<file path="src/rtl/block_pkg.sv">
// rtl/block_pkg.sv - shared screen constants, lane state encoding and score helpers
package block_pkg;

  localparam int SCREEN_H = 480;
  localparam int SCREEN_W = 640;
  localparam int Y_W      = 10;
  localparam int X_W      = 11;

  typedef enum logic [1:0] {
    ST_IDLE  = 2'd0,
    ST_FALL  = 2'd1,
    ST_FLASH = 2'd2,
    ST_MISS  = 2'd3
  } lane_state_t;

  function automatic logic [3:0] popcount8(input logic [7:0] v);
    logic [3:0] n;
    n = 4'd0;
    for (int k = 0; k < 8; k++) begin
      n = n + {3'd0, v[k]};
    end
    return n;
  endfunction

  // Totals pin at all-ones instead of wrapping back to zero.
  function automatic logic [15:0] sat_add16(input logic [15:0] a, input logic [3:0] b);
    logic [16:0] s;
    s = {1'b0, a} + {13'd0, b};
    return s[16] ? 16'hFFFF : s[15:0];
  endfunction

endpackage

</file>
<file path="src/rtl/block_lane.sv">
// rtl/block_lane.sv - one falling-block lane: state machine, vertical position, edge outputs
module block_lane #(
  parameter int LANE_IDX    = 0,
  parameter int SPEED       = 4,
  parameter int BLOCK_H     = 20,
  parameter int BLOCK_W     = 80,
  parameter int LANE_X0     = 160,
  parameter int LANE_PITCH  = 120,
  parameter int HIT_Y_MIN   = 440,
  parameter int HIT_Y_MAX   = 470,
  parameter int SCREEN_H    = 480,
  parameter int FLASH_TICKS = 8
) (
  input  logic                      clk_i,
  input  logic                      reset_i,
  input  logic                      tick_i,
  input  logic                      press_i,
  input  logic                      spawn_i,
  output logic [block_pkg::Y_W-1:0] top_o,
  output logic [block_pkg::Y_W-1:0] bot_o,
  output logic [block_pkg::X_W-1:0] left_o,
  output logic [block_pkg::X_W-1:0] right_o,
  output logic                      active_o,
  output logic                      hit_o,
  output logic                      miss_o
);
  import block_pkg::*;

  localparam logic [X_W-1:0] LEFT_X  = X_W'(LANE_X0 + LANE_IDX * LANE_PITCH);
  localparam logic [X_W-1:0] RIGHT_X = X_W'(LANE_X0 + LANE_IDX * LANE_PITCH + BLOCK_W - 1);

  lane_state_t      state_q;
  logic [Y_W-1:0]   top_q;
  logic [7:0]       flash_cnt_q;
  logic             hit_q;
  logic             miss_q;

  logic [X_W-1:0]   sum_d;
  logic [X_W-1:0]   bot_d;
  logic             in_window;
  logic             shown;

  // 11-bit arithmetic so the bottom-of-screen compare cannot alias through a 10-bit wrap.
  assign sum_d     = {1'b0, top_q} + X_W'(SPEED);
  assign bot_d     = {1'b0, top_q} + X_W'(BLOCK_H - 1);
  assign in_window = (bot_d >= X_W'(HIT_Y_MIN)) && (bot_d <= X_W'(HIT_Y_MAX));

  always_ff @(posedge clk_i) begin
    if (reset_i) begin
      state_q     <= ST_IDLE;
      top_q       <= '0;
      flash_cnt_q <= '0;
      hit_q       <= 1'b0;
      miss_q      <= 1'b0;
    end else begin
      hit_q  <= 1'b0;
      miss_q <= 1'b0;
      case (state_q)
        ST_IDLE: begin
          if (spawn_i) begin
            state_q     <= ST_FALL;
            top_q       <= '0;
            flash_cnt_q <= '0;
          end
        end
        ST_FALL: begin
          // A hit in the same cycle as a tick is judged on the pre-tick position.
          if (press_i && in_window) begin
            state_q <= ST_FLASH;
            hit_q   <= 1'b1;
          end else if (tick_i) begin
            if (sum_d >= X_W'(SCREEN_H)) begin
              state_q <= ST_MISS;
              miss_q  <= 1'b1;
            end else begin
              top_q <= sum_d[Y_W-1:0];
            end
          end
        end
        ST_FLASH: begin
          if (tick_i) begin
            if (flash_cnt_q == 8'(FLASH_TICKS - 1)) begin
              state_q <= ST_IDLE;
            end
            flash_cnt_q <= flash_cnt_q + 8'd1;
          end
        end
        ST_MISS: begin
          state_q <= ST_IDLE;
        end
        default: begin
          state_q <= ST_IDLE;
        end
      endcase
    end
  end

  // The block stays on screen at its last position during the one-cycle miss.
  assign shown    = (state_q != ST_IDLE);
  assign active_o = (state_q == ST_FALL) || (state_q == ST_FLASH);
  assign top_o    = shown ? top_q : '0;
  assign bot_o    = shown ? bot_d[Y_W-1:0] : '0;
  assign left_o   = LEFT_X;
  assign right_o  = RIGHT_X;
  assign hit_o    = hit_q;
  assign miss_o   = miss_q;

endmodule

</file>
<file path="src/rtl/block_lane_engine.sv">
// rtl/block_lane_engine.sv - multi-lane falling-block engine: tick divider, press edges, lanes, score totals
module block_lane_engine #(
  parameter int NUM_LANES   = 4,
  parameter int TICK_DIV    = 833333,
  parameter int SPEED       = 4,
  parameter int BLOCK_H     = 20,
  parameter int BLOCK_W     = 80,
  parameter int LANE_X0     = 160,
  parameter int LANE_PITCH  = 120,
  parameter int HIT_Y_MIN   = 440,
  parameter int HIT_Y_MAX   = 470,
  parameter int SCREEN_H    = block_pkg::SCREEN_H,
  parameter int FLASH_TICKS = 8
) (
  input  logic                                clk,
  input  logic                                reset,
  input  logic [NUM_LANES-1:0]                userin,
  input  logic [NUM_LANES-1:0]                spawn,
  output logic [block_pkg::Y_W*NUM_LANES-1:0] block_top,
  output logic [block_pkg::Y_W*NUM_LANES-1:0] block_bot,
  output logic [block_pkg::X_W*NUM_LANES-1:0] block_left,
  output logic [block_pkg::X_W*NUM_LANES-1:0] block_right,
  output logic [NUM_LANES-1:0]                block_active,
  output logic [NUM_LANES-1:0]                hit_pulse,
  output logic [NUM_LANES-1:0]                miss_pulse,
  output logic [15:0]                         score,
  output logic [15:0]                         miss_count
);
  import block_pkg::*;

  logic [31:0]          tick_cnt_q, tick_cnt_d;
  logic                 tick;
  logic [NUM_LANES-1:0] prev_q, prev_d;
  logic [NUM_LANES-1:0] armed_q, armed_d;
  logic [NUM_LANES-1:0] press;
  logic [15:0]          score_q, score_d;
  logic [15:0]          miss_cnt_q, miss_cnt_d;

  assign tick       = (tick_cnt_q == 32'(TICK_DIV - 1));
  assign tick_cnt_d = tick ? 32'd0 : tick_cnt_q + 32'd1;

  // A button held through reset must be seen released before it can score.
  assign prev_d  = userin;
  assign armed_d = armed_q | ~userin;
  assign press   = userin & ~prev_q & armed_q;

  assign score_d    = sat_add16(score_q, popcount8(8'(hit_pulse)));
  assign miss_cnt_d = sat_add16(miss_cnt_q, popcount8(8'(miss_pulse)));

  always_ff @(posedge clk) begin
    if (reset) begin
      tick_cnt_q <= '0;
      prev_q     <= '0;
      armed_q    <= '0;
      score_q    <= '0;
      miss_cnt_q <= '0;
    end else begin
      tick_cnt_q <= tick_cnt_d;
      prev_q     <= prev_d;
      armed_q    <= armed_d;
      score_q    <= score_d;
      miss_cnt_q <= miss_cnt_d;
    end
  end

  assign score      = score_q;
  assign miss_count = miss_cnt_q;

  for (genvar i = 0; i < NUM_LANES; i++) begin : g_lane
    block_lane #(
      .LANE_IDX    (i),
      .SPEED       (SPEED),
      .BLOCK_H     (BLOCK_H),
      .BLOCK_W     (BLOCK_W),
      .LANE_X0     (LANE_X0),
      .LANE_PITCH  (LANE_PITCH),
      .HIT_Y_MIN   (HIT_Y_MIN),
      .HIT_Y_MAX   (HIT_Y_MAX),
      .SCREEN_H    (SCREEN_H),
      .FLASH_TICKS (FLASH_TICKS)
    ) u_lane (
      .clk_i    (clk),
      .reset_i  (reset),
      .tick_i   (tick),
      .press_i  (press[i]),
      .spawn_i  (spawn[i]),
      .top_o    (block_top[Y_W*i +: Y_W]),
      .bot_o    (block_bot[Y_W*i +: Y_W]),
      .left_o   (block_left[X_W*i +: X_W]),
      .right_o  (block_right[X_W*i +: X_W]),
      .active_o (block_active[i]),
      .hit_o    (hit_pulse[i]),
      .miss_o   (miss_pulse[i])
    );
  end

endmodule
</file>
<file path="config.mk">
export PLATFORM = sky130hd
export DESIGN_NAME = block_lane_engine
export DESIGN_NICKNAME = d
export VERILOG_FILES = /design/src/rtl/block_pkg.sv /design/src/rtl/block_lane.sv /design/src/rtl/block_lane_engine.sv
export SDC_FILE = /design/constraint.sdc
export NUM_CORES = 1
export LEC_CHECK = 0
export ABC_AREA = 1
export CORE_UTILIZATION = 50
export DETAILED_ROUTE_END_ITERATION = 10
export PLACE_DENSITY = 0.83
export SETUP_SLACK_MARGIN = 0.3
export SLEW_MARGIN = 20
export SYNTH_ARGS = -nofsm -noshare
export SYNTH_HDL_FRONTEND = slang
export SYNTH_SLANG_ARGS = --single-unit
</file>
<file path="constraint.sdc">
create_clock -name clk -period 2.9 [get_ports clk]
set_input_delay 0.435 -clock clk [delete_from_list [all_inputs] [get_ports clk]]
set_output_delay 0.435 -clock clk [all_outputs]
set_load 0.05 [all_outputs]
</file>
; ---- Word-level counts from Yosys, hierarchy flattened
; Cells that the tools add are included.
[op_classes]
addsub = 21
multipliers = 0
n_div = 0
magnitude_cmp = 12
n_eq_ne = 49
shift = 0
muxes = 78
bitwise = 10
n_reduce_logical = 49
[op_table]
columns = cell, n
row1 = $mux 10, 24
row2 = $ge 11x9->1 const B, 8
row3 = $pmux 10 s2, 4
row4 = $mux 8, 8
row5 = $pmux 8 s2, 4
row6 = $mux 2, 24
row7 = $add 10x3->11 const B, 4
row8 = $add 10x5->11 const B, 4
row9 = $le 11x9->1 const B, 4
row10 = $ne 2x2->1 const B, 20
row11 = $reduce_and 5->1, 8
row12 = $add 16x4->17, 2
row13 = $add 32x1->32 const B, 1
row14 = $add 8x1->8 const B, 4
row15 = $eq 32x20->1 const B, 1
row16 = $eq 8x3->1 const B, 4
row17 = $mux 16, 2
row18 = $pmux 2 s4, 4
row19 = $reduce_bool 2->1, 12
row20 = $eq 2x2->1 const B, 8
row21 = $reduce_or 4->1, 4
row22 = $ne 3x1->1 const B, 4
row23 = $ne 3x2->1 const B, 4
row24 = $reduce_and 3->1, 4
row25 = other kinds (14), 53
[word_totals]
register_bits = 160
latchBits = 0
ramBits = 0
romBits = 0
inputBits = 10
memories = 0

; ---- Longest topological paths before layout
[depth]
word_depth = 6
ltp_mapped = 17
mapped_depth_nobuf = 17

; ---- Cells and area by module
; A second synthesis with hierarchy kept.
[hier_totals]
hier_cells = 1586
hier_area_um2 = 10331.2
[by_module_without_submodules]
columns = mod, n_inst, cells_each, area_per_inst_um2
row1 = block_lane, 4, 252, 1609.0
row2 = block_lane_engine, 1, 578, 3895.0

; ---- Worst setup path before layout
; OpenSTA, ideal clock, no wires.
[synth_timing]
path_type = reg2reg
startpoint = register miss_cnt_q[0] (netlist: miss_count[0])
endpoint = register miss_cnt_q[10] (netlist: miss_count[10])
setup_ns = 0.115
arrival_ns = 2.798
path_slack_ns = -0.014
stages_incl_launch_ff = 17
path_buffers = 0
path_cell_list = dfxtp_1 -> fa_1 -> fa_1 -> inv_1 -> fa_1 -> inv_1 -> nand2_1 -> nor2_1 -> nand3_1 -> nor2_1 -> nand2_1 -> nor2_1 -> nand2_1 -> nand2_1 -> nand2_1 -> o21ai_0 -> inv_1
[synth_via]
elab_chain_len = 2
[synth_rtl]
columns = element, line
row1 = "start, declared", block_lane_engine.sv:37  ; logic [15:0] miss_cnt_q, miss_cnt_d;
row2 = "start signal, assigned", block_lane_engine.sv:62  ; miss_cnt_q <= miss_cnt_d;
row3 = $add 16x4->17, block_pkg.sv:28  ; s = {1'b0, a} + {13'd0, b};
row4 = $mux 16, block_pkg.sv:29  ; return s[16] ? 16'hFFFF : s[15:0];
; Every way passes these cells.
; A chain may end at the register's enable or synchronous reset.

; ---- Worst setup path after layout
[layout_timing]
startpoint = register g_lane[2].u_lane.miss_q
endpoint = register miss_cnt_q[9] (netlist: miss_count[9])
[layout_via]
elab_chain_len = 4
[layout_rtl]
columns = element, line
row1 = "start, declared", block_lane.sv:36  ; logic miss_q;
row2 = "start signal, assigned", block_lane.sv:54  ; miss_q <= 1'b0;
row3 = "start signal, assigned", block_lane.sv:57  ; miss_q <= 1'b0;
row4 = "start signal, assigned", block_lane.sv:74  ; miss_q <= 1'b1;
row5 = $add 2x1->3, block_pkg.sv:20  ; n = n + {3'd0, v[k]};
row6 = $add 3x1->4, block_pkg.sv:20
row7 = $add 16x4->17, block_pkg.sv:28
row8 = $mux 16, block_pkg.sv:29
; Every way passes these cells.

==> results.toml <==
[run_status]
status = "finished clean"

[clocking]
clk_latency_ns = 0.43
cts_tree = "built"
clockBufferDepth = 2
h-tree-depth = 4
root_buffer = "clkbuf_16"
cts_buffers = 17
cts.sinks = 152
hold_buffers = 0
clk_pin_slew_ns = 0.07

[timing]
skew_ns = 0.0134
hold_viol_final = 0
rsz0062_at_grt = "true"
finalSetupViolCount = 0
finalCritPeriodShare = 0.929
max_freq_ghz = 0.371
setup-tns-final_ns = 0
relSlewSlack = 0.573
maxSlewViolCount = 0
hold_slack_ns = 0.442
tightestPinTransition_ns = 0.638
fin_crit_ns = 2.69

[synth]
ys_seq_elements = 152
syn_avg_cell_area_sq_um = 6.60
synthMuxAreaShare = 0
ys.flop_type = "dfxtp_1"
synth_top_family_by_area = "simple AND/OR/NAND/NOR gates"
post_synth_instance_area_sq_um = 10100
synthAdderAreaFrac = 0.0501
synth-simple-area-share = 0.340
yosys.cell_types.count = 49
synth.top_cell.area_share = 0.300
synth-edff-count = 0
yosysTopAreaCell = "dfxtp_1"
async_reset_ff_frac = 0
synth_xor_area_frac = 0.0346
synth_most_common_cell = "nand2_1"
synth_cells = 1536
synth_area_leaders = "dfxtp_1, nand2_1, nor2_1"
synth_seq_area_share = 0.300
synth_compound_area_frac = 0.104
synth_commonest_cells = "nand2_1, nor2_1, inv_1, dfxtp_1, buf_4"
ys_warn_count = 0

[placed_design]
io_buffers = 125
routabilityCongestion = 0.904
dp_hpwl_mm = 17.0

[critical_path]
cpLargestDelayFamily = "adder cells"
r2r_cells = 17
cp_num_buf_inv = 4
cpPeakStageDelay_ns = 0.56
crit_fanout = 3
start_kind = "flop"
startpoint = "g_lane[2].u_lane.miss_o"
end_kind = "flop"
cp_cell_sequence = "fa_1 > fa_2 > inv_2 > fa_2 > inv_2 > nand2_4 > nor2_4 > nand3_2 > nor2_2 > nand2_2 > nor2_4 > nand2_2 > inv_2 > nand2_4 > nand2_1 > o21ai_0 > inv_1"
rrSetupSlack_ns = 0.21
critPathKind = "reg -> reg"
arrival_ns = 3.07
reg2reg_to = "miss_count[9]"
worst_path_max_delay_cell = "fa_1"
r2r-start = "g_lane[2].u_lane.miss_o"
cp_common_cell = "inv_2"
cp_data_required_time_ns = 3.28

[power]
p_int_mw = 5.07
powerDensity_nw_per_um2 = 882
leakage_nw = 5.37
clkPwrFrac = 0.207
switching_power_mw = 5.34
p_sw_frac = 0.513
comb_power_share = 0.525
vdd_drop_max_uv = 573
p_seq_frac = 0.268

[global_route]
antenna_found_initial = 1
grt_pass1_vias = 8401
grt_max_degree = 42
grt_pass1_wl_mm = 38.1
grtUsageTotal = 0.228
overflow = 0

[hold_path]
hp-start = "reset"
worstHoldPathCells = 2
hold-path-endpoint = "armed_q[2]"
hold_path_class = "in -> reg"

[final_layout]
area_delta_synth_final_pct = 16.5
final_nets = 1689
drive_above_1_share = 0.101

[floorplanning]
start_util = 0.516
dieArea_sq_um = 20800
die_h_microns = 144
num_io_pins = 222
row_count = 51
core_sq_um = 19700
die_w_microns = 144

[drt]
drt-initial-drc-count = 699
drc = 0
dr.pass1.iters = 5
viasPerCell = 5.00
antenna_left = 0
num_vias = 9610
wl_mm = 23.7
wl_per_cell_microns = 12.3

[flow_run]
cap_viol_max_count = 0
## state kept, by name (all words and copies together) (netlist names)
signal                     cells
g_lane.u_lane.top_q           32
armed_q                        4
g_lane.u_lane.hit_o            4
tick_cnt_q                    32
g_lane.u_lane.flash_cnt_q     32
g_lane.u_lane.miss_o           4
prev_q                         4
score                         16
g_lane.u_lane.state_q          8
miss_count                    16
## placed cells by master (no fill, tap or decap), drive strengths merged, types with 7 or more instances in the layout
| master | instances |
|---|---|
| o21ai | 53 |
| nand3 | 93 |
| a21oi | 110 |
| nor3 | 41 |
| nor4 | 7 |
| dlygate4sd2 | 50 |
| xor2 | 35 |
| clkdlybuf4s50 | 56 |
| dfxtp | 152 |
| buf | 24 |
| inv | 189 |
| nor2 | 251 |
| nand4 | 23 |
| or2 | 9 |
| conb | 96 |
| nand2 | 345 |
| clkbuf | 24 |
| ha | 31 |
| nor3b | 11 |
## timing repair
action | 4_1_cts | 5_1_grt
setup buffers | 5 | 7
pin swaps | 6 | 17
setup endpoints to repair | 87 | 46
gates resized for setup | 76 | 47
## how the worst max path moves through the flow
stage                                end  cells past startpoint
after floorplan           miss_count[13]                     17
after global placement         score[11]                     13
after detailed placement       score[11]                     13
after CTS                      score[11]                     13
after global routing      miss_count[13]                     17
final                      miss_count[9]                     17
## power groups by stage
stage | clock [mW] | sequential (mW) | combinational (mW)
4_1_cts | 2.19 | 2.79 | 5.47
3_3_place_gp | 0 | 2.82 | 5.54
2_1_floorplan | 0 | 2.68 | 4.67
5_1_grt | 2.28 | 2.86 | 5.99
6_report | 2.15 | 2.80 | 5.47
3_5_place_dp | 0 | 2.83 | 5.61
## per-layer routing
metal | wire, microns | GRT usage | vias to the layer above
met5 | 0 | 0 | -
met2 | 11200 | 0.379 | 336
met4 | 542 | 0.0898 | 0
met3 | 1450 | 0.0490 | 47
li1 | - | - | 4870
met1 | 10500 | 0.286 | 4357
## layout make-up
| type | instances | area [sq um] |
|---|---|---|
| antenna | 1 | 2.50 |
| clock buffer | 17 | 425 |
| clock inverter | 15 | 140 |
| fill | 1766 | 7840 |
| inverter | 183 | 687 |
| multi-input combinational | 1145 | 5870 |
| sequential | 152 | 3050 |
| tap | 265 | 332 |
| timing repair buffer | 143 | 1300 |
## metrics by stage
stage                      util  cell area, sq um  cells  setup slack, ns  power [mW]
after detailed placement  0.565             11100   1876           0.0548        8.44
after CTS                 0.594             11700   1913            0.252        10.4
after global routing      0.601             11800   1921           0.0156        11.1
after floorplan               -             10500   1630            0.246        7.36
after global placement    0.565             11100   1876            0.211        8.35
final                     0.601             11800   1921            0.205        10.4
## cells by family after synthesis
logic type	count (synthesis)
buf+inv	333
compound gates	188
other cells	2
simple gates	784
fa+ha+maj	37
flops	152
xor+xnor	40
No activity file was read; power rests on OpenSTA's default activity.
